File: src/rtl/timer_dev.sv
// Memory-mapped down-counting timer: CTRL / PRESET / COUNT registers, one-shot or auto-reload, one IRQ line.
// Optional macro TIMER_PRESCALE_EN turns offset 3 into a PRESCALE register that slows the count.
module timer_dev #(
  parameter logic [31:0] BASE = 32'h0000_7F00
) (
  input  logic        clk,
  input  logic        reset,
  input  logic [31:0] addr,
  input  logic        we,
  input  logic [3:0]  byteen,
  input  logic [31:0] wdata,
  output logic [31:0] rdata,
  output logic        hit,
  output logic        irq
);

  typedef enum logic [1:0] {IDLE, LOAD, CNT, INT} state_t;

  state_t      state;
  logic [3:0]  ctrl;      // [0] EN, [2:1] MODE, [3] IM
  logic [31:0] preset;
  logic [31:0] count;
  logic        irq_flag;

  logic [1:0]  offset;
  logic        wr;
  logic        ctrl_wr;
  logic        preset_wr;
  logic        auto_reload;
  logic        tick;
  logic        unused_addr;

  assign offset      = addr[3:2];
  assign hit         = (addr[31:4] == BASE[31:4]);
  assign wr          = hit && we && (byteen != 4'b0000);
  assign ctrl_wr     = wr && (offset == 2'd0);
  assign preset_wr   = wr && (offset == 2'd1);
  assign auto_reload = (ctrl[2:1] == 2'b01);
  assign irq         = irq_flag & ctrl[3];
  assign unused_addr = &{1'b0, addr[1:0]};

  function automatic logic [31:0] merge_bytes(input logic [31:0] old_val,
                                              input logic [31:0] new_val,
                                              input logic [3:0]  be);
    logic [31:0] res;
    res = old_val;
    for (int i = 0; i < 4; i++) begin
      if (be[i]) res[8*i +: 8] = new_val[8*i +: 8];
    end
    return res;
  endfunction

`ifdef TIMER_PRESCALE_EN
  logic [31:0] prescale;
  logic [31:0] pcnt;
  logic        prescale_wr;

  assign prescale_wr = wr && (offset == 2'd3);
  assign tick        = (pcnt == prescale);

  // Prescale counter only runs while actively counting; everywhere else it restarts from 0.
  always_ff @(posedge clk or negedge reset) begin
    if (!reset) begin
      prescale <= '0;
      pcnt     <= '0;
    end else begin
      if (state == CNT && ctrl[0]) begin
        pcnt <= tick ? 32'd0 : pcnt + 32'd1;
      end else begin
        pcnt <= '0;
      end
      if (prescale_wr) prescale <= merge_bytes(prescale, wdata, byteen);
    end
  end
`else
  assign tick = 1'b1;
`endif

  always_ff @(posedge clk or negedge reset) begin
    if (!reset) begin
      state    <= IDLE;
      ctrl     <= '0;
      preset   <= '0;
      count    <= '0;
      irq_flag <= 1'b0;
    end else begin
      // Any CTRL/PRESET write acknowledges the interrupt; a terminal count below overrides it.
      if (ctrl_wr || preset_wr) irq_flag <= 1'b0;

      case (state)
        IDLE: begin
          if (ctrl[0]) state <= LOAD;
        end
        LOAD: begin
          count <= preset;
          state <= CNT;
        end
        CNT: begin
          if (!ctrl[0]) begin
            state <= IDLE;
          end else if (tick) begin
            if (count > 32'd1) begin
              count <= count - 32'd1;
            end else begin
              count    <= '0;
              irq_flag <= 1'b1;
              state    <= INT;
            end
          end
        end
        INT: begin
          if (auto_reload) begin
            irq_flag <= 1'b0;
            state    <= LOAD;
          end else begin
            ctrl[0] <= 1'b0;
            state   <= IDLE;
          end
        end
        default: state <= IDLE;
      endcase

      // Bus writes come last so a simultaneous CTRL write beats the one-shot EN clear.
      if (ctrl_wr && byteen[0]) ctrl <= wdata[3:0];
      if (preset_wr) preset <= merge_bytes(preset, wdata, byteen);
    end
  end

  always_comb begin
    rdata = '0;
    if (hit) begin
      case (offset)
        2'd0: rdata = {28'd0, ctrl};
        2'd1: rdata = preset;
        2'd2: rdata = count;
`ifdef TIMER_PRESCALE_EN
        2'd3: rdata = prescale;
`else
        2'd3: rdata = '0;
`endif
        default: rdata = '0;
      endcase
    end
  end

endmodule
File: config.mk
export PLATFORM = sky130hd
export DESIGN_NAME = timer_dev
export DESIGN_NICKNAME = d
export VERILOG_FILES = /design/src/rtl/timer_dev.sv
export SDC_FILE = /design/constraint.sdc
export NUM_CORES = 1
export LEC_CHECK = 0
export CELL_PAD_IN_SITES_DETAIL_PLACEMENT = 1
export CELL_PAD_IN_SITES_GLOBAL_PLACEMENT = 1
export CORE_ASPECT_RATIO = 1.75
export CORE_MARGIN = 3
export CORE_UTILIZATION = 45
export DETAILED_ROUTE_END_ITERATION = 10
export DONT_BUFFER_PORTS = 1
export GPL_TIMING_DRIVEN = 1
export PLACE_DENSITY = 0.82
export SYNTH_ARGS = -nofsm -noshare
export SYNTH_HDL_FRONTEND = slang
export SYNTH_SLANG_ARGS = --single-unit
File: constraint.sdc
create_clock -name clk -period 7 [get_ports clk]
set_input_delay 0 -clock clk [delete_from_list [all_inputs] [get_ports clk]]
set_output_delay 0 -clock clk [all_outputs]
set_load 0.05 [all_outputs]
### Word-level counts from Yosys, hierarchy flattened

Cells that the tools add are included.

| storage, ports and cells | value |
|---|---|
| register bits | 71 |
| output and inout bits | 34 |

| cells by class | value |
|---|---|
| add/sub/neg operators | 1 |
| order comparisons | 1 |
| equal/unequal tests | 12 |
| multiplexer cells | 18 |
| bitwise logic cells | 1 |
| reductions and logical operators | 18 |

Operators with widths:

| kind | count |
|---|---|
| 32-bit case mux with 4 select lines | 1 |
| 32-bit 2-to-1 mux | 3 |
| 32-bit case mux with 2 select lines | 1 |
| 32-bit by 1-bit greater-than comparator with 1-bit output, second input constant | 1 |
| 32-bit by 1-bit subtractor with 32-bit output, second input constant | 1 |
| 28-bit by 11-bit == test with 1-bit output, second input constant | 1 |
| 2-bit AND reduction | 7 |
| 2-bit == test, second input constant | 4 |
| 1-bit 2-to-1 mux | 8 |
| 2-bit case mux with 4 select lines | 1 |
| 2-bit by 1-bit == test with 1-bit output, second input constant | 3 |
| 2-bit 2-to-1 mux | 3 |
| 1-bit logical AND | 5 |
| 2-bit logical NOT | 2 |
| 2-bit != test, second input constant | 2 |
| 2-bit nonzero test | 2 |
| 4-bit nonzero test | 1 |
| 3-bit != test, second input constant | 1 |
| 2-bit by 1-bit != test with 1-bit output, second input constant | 1 |
| 1-bit case mux with 2 select lines | 1 |
| 1-bit bitwise AND | 1 |
| 1-bit logical OR | 1 |

### Longest topological paths before layout

| logic depth | value |
|---|---|
| depth after elaboration | 9 |
| gate-level depth with buffers | 9 |
| gate-level depth less buffers | 7 |

### Worst setup path after synthesis

No wires, ideal clock.

| timing | value |
|---|---|
| path kind | register to register |
| start point | register count[13] |
| end point | register count[21] |
| setup time | 128 ps |
| arrival | 2,481 ps |
| path slack | 4,391 ps |
| stages on the path, launching flop included | 9 |
| path through | dfrtp_1 -> buf_6 -> or4_4 -> or4_4 -> buf_6 -> o31a_1 -> buf_6 -> a222oi_1 -> nand2_1 |

| between the ends | value |
|---|---|
| word-level cells in the longest chain between the ends | 4 |

RTL lines:

| item | line | RTL |
|---|---|---|
| from (decl) | 22 | `logic [31:0] count;` |
| from (signal assigned) | 95 | `count <= preset;` |
| from (signal assigned) | 103 | `count <= count - 32'd1;` |
| 32-bit by 1-bit subtractor with 32-bit output or 32-bit by 1-bit greater-than comparator with 1-bit output (tied branches) | 103, 102 |  |
| 32-bit 2-to-1 mux * | 102 | `if (count > 32'd1) begin` |
| 32-bit 2-to-1 mux * | 99 | `if (!ctrl[0]) begin` |
| 32-bit case mux with 2 select lines * | 90 | `case (state)` |

Every way passes the cells marked *; elsewhere a longest branch is shown, timed or not. The select of a mux whose other input is x is not followed.
A chain may end at the register's enable or synchronous reset.

### Worst setup path after layout

| timing | value |
|---|---|
| start point | register count[29] |
| end point | register count[18] |

| between the ends | value |
|---|---|
| word-level cells in the longest chain between the ends | 4 |

RTL lines:

| item | line |
|---|---|
| 32-bit by 1-bit greater-than comparator with 1-bit output | 102 |
| 32-bit 2-to-1 mux | 102 |
| 32-bit 2-to-1 mux | 99 |
| 32-bit case mux with 2 select lines | 90 |

No other way between the ends. The select of a mux whose other input is x is not followed.

==> summary.md <==
| Metric | Value |
|---|---|
| Status | complete, no violations |
| FF+latch count, synth | 71 |
| Worst VDD drop | 144.1 uV |
| Global-route wire length before repair | 22,310 um |
| Unrepaired setup endpoints after global routing | no |
| Critical R2R Launch | count[29]$_DFFE_PN0P_ |
| Synth Cell Area | 4243 um2 |
| Root buffer cell | clkbuf_16 |
| Fillers | 1,034 |
| GRT Total Usage | 27.35% |
| Synth Area in Adders | 0.5898% |
| DPL Wire Length | 9232 um |
| Post-route cell area | 4910 um2 |
| Number of core rows | 46 |
| Die area | 10,680 um2 |
| Seq/Total Area, Yosys | 41.88% |
| Post-synthesis xor/xnor area fraction | 0% |
| Mapped Cells | 453 |
| H-tree Lvls | 3 |
| Static leakage power | 2.135 nW |
| Hold Vio Cnt, Final | 0 |
| CTS tree | built |
| Critical Path Source | count[29]$_DFFE_PN0P_ |
| Critical Path AT | 3620 ps |
| Via/cell ratio | 6.592 |
| # diodes | 0 |
| Wire per inst | 23.67 um |
| # clock sinks | 71 |
| Gpl congestion | 0.8583 |
| Sequential standard cell area | 1777 um2 |
| Initial antenna violation count | 0 |
| Min-delay src | addr[3] |
| Drt total wl | 14,040 um |
| Routed Antenna Nets | 0 |
| Utilization after layout | 53.65% |
| First DRT Iteration DRCs | 223 |
| Largest net degree at the start of global routing | 72 |
| Mux contribution to synthesized area | 10.70% |
| Final Skew | 4.890 ps |
| Die Wd | 79.40 um |
| CTS clk-pin slew, worst paths | 60 ps |
| TritonCTS buffer count | 9 |
| Vias | 3,909 |
| Layout Area Growth over Synthesis | 15.72% |
| Dpl cell area | 4277 um2 |
| Post-Synth Simple-Gate Area | 20.47% |
| Post-cts resize count | 0 |
| Layout cells sized above 1 | 13.74% |
| Worst slew pin tran | 1154 ps |
| Tcrit/Tclk final | 48.41% |
| Multi-input gate area | 2260 um2 |
| Critical Path RT | 7230 ps |
| Final setup violation count | 0 |
| Grt ovf | 0 |
| Initial Util | 46.36% |
| Longest Clk Path Bufs | 2 |
| Post-CTS Setup Bufs | 0 |
| Synth cell types | 49 |
| Syn Area/Cell | 9.366 um2 |
| Buffers on Ports | 0 |
| Die H | 134.5 um |
| Fmax | 0.2951 GHz |
| Fin Setup TNS | 0 ps |
| Layout Nets | 543 |
| Synth Net Count | 526 |
| Critical path capture point type | flop |
| Final slew viol count | 0 |
| DRT Pass-1 Iters | 4 |
| Synth Warn # | 0 |
| Tmin final | 3389 ps |
| Critical Path Start Type | flop |
| Main combinational cell family by area after synthesis | compound AO/OA/AOI/OAI gates |
| Skew-Pair Late Insertion Delay | 340 ps |
| Top fanout value on the critical path | 29 |
| Residual DRC | 0 |
| Number of global-route vias before repair | 4,208 |
| Pwr/cell area | 178.1 nW/um2 |
| IO Count | 105 |
| Max Cap Viol | 0 |
| Core area | 9151 um2 |
| Relative slew slack | 23.08% |
| Worst hold path type | in2reg |
| Post-synthesis compound-gate area fraction | 21.11% |
| Crit path kind | reg2reg |
-- cell usage after synthesis (all sizes together) --
library cell,n,area (um2)
o41ai,4,35.03
nor2b,6,37.54
nor2,49,183.9
a222oi,1,10.01
ha,2,25.02
mux2,35,394.1
nor4b,1,8.760
o311ai,4,35.03
a31oi,2,12.51
buf,6,61.30
o2bb2ai,4,35.03
and3,2,12.51
a221oi,1,8.760
nand3,19,95.09
nand2,30,112.6
o31a,1,8.760
nand4,4,25.02
or3,9,56.30
o41a,1,11.26
inv,16,60.06
nor3,10,70.07
clkbuf,27,101.4
o31ai,5,51.30
nor3b,1,7.510
a21oi,12,60.06
a21o,2,15.01
o211ai,7,52.55
a22o,8,70.07
or2,2,12.51
nor4,18,112.6
a32oi,13,113.9
o22ai,4,25.02
mux2i,6,60.06
o221ai,1,8.760
o21ai,20,100.1
nand2b,2,12.51
a22oi,29,217.7
or3b,1,8.760
and2,2,12.51
o21a,2,15.01
or4,11,90.08
nor4bb,1,10.01
dfrtp,71,1777
a32o,1,10.01
-- cell type report --
type,count,area share [%]
Timing Repair Buffer,39,8.104
Tap cell,120,3.058
Inverter,16,1.223
Clock inverter,1,0.1019
Clock buffer,13,5.301
Sequential cell,71,36.19
Multi-Input combinational cell,333,46.02
-- registers in the layout, indices dropped and copies added, names as in the netlist --
| signal | flops |
|---|---|
| preset | 32 |
| count | 32 |
| irq_flag | 1 |
| state | 2 |
| ctrl | 4 |
-- worst max-delay path, cell delays in order, from the launching register on --
cell and delay [ps]:
dfrtp_1 410, or4_1 690, or4_1 650, o31ai_4 990, o21ai_0 240, a22o_1 280
-- kinds of logic after synthesis --
| group | after synthesis |
|---|---|
| compound gates | 122 |
| mux | 41 |
| simple gates | 168 |
| buf+inv | 49 |
| fa+ha+maj | 2 |
| flops | 71 |
-- power breakdown --
part | internal (mW) | switching [mW] | total, mW
clock | 0.255 | 0.171 | 0.426
combinational | 0.0172 | 0.0202 | 0.0374
sequential | 0.411 | 0.0000000690 | 0.411
total | 0.683 | 0.192 | 0.874
-- placed cells by master, fill, tap and decap left out, drive strengths merged, types with 4 or more instances in the layout --
cell type	instances
nand2	30
a32oi	13
buf	5
o22ai	4
inv	16
mux2	35
o211ai	7
dlygate4sd3	34
mux2i	6
a22o	8
clkbuf	13
or3	9
o311ai	4
a21oi	12
o2bb2ai	4
o41ai	4
nand3	19
or4	11
a22oi	29
o21ai	20
nor2b	6
dfrtp	71
nand4	4
nor4	18
nor2	49
o31ai	5
nor3	10
-- metal layers --
metal	GRT usage, %	vias to the layer above	routed length [um]
met3	5.207	34	568
met4	13.38	0	527
met5	0	-	0
met1	29.88	1990	5212
met2	49.58	125	7731
li1	-	1760	-
-- worst paths after layout --
| check | to | slack [ps] | depth (start not counted) |
|---|---|---|---|
| min in group asynchronous | preset[21]$_DFFE_PN0P_ | 250 | 2 |
| max in group asynchronous | ctrl[3]$_DFFE_PN0P_ | 6480 | 2 |
| worst min register to register | count[17]$_DFFE_PN0P_ | 520 | 2 |
| worst max-delay path | count[18]$_DFFE_PN0P_ | 3610 | 5 |
| worst min-delay path | irq_flag$_DFF_PN0_ | 20 | 4 |
| worst max register to register | count[18]$_DFFE_PN0P_ | 3610 | 5 |
-- timing repair --
action                                  in CTS  in global routing
endpoints found under the setup margin       0                  0
hold endpoints to repair                   107                  0
hold buffers                                35                  0
-- stage by stage --
step / hold slack [ps] / std cells / setup WS [ps] / power [mW]
2_1_floorplan: -295.6 / 453 / 4391 / 0.4271
3_3_place_gp: -293.1 / 544 / 3743 / 0.4295
3_5_place_dp: -292.9 / 544 / 3694 / 0.4299
4_1_cts: 17.05 / 593 / 3695 / 0.8794
5_1_grt: 38.35 / 593 / 3420 / 0.8982
6_report: 19.66 / 593 / 3611 / 0.8742
(Power assumes the default switching activity.)
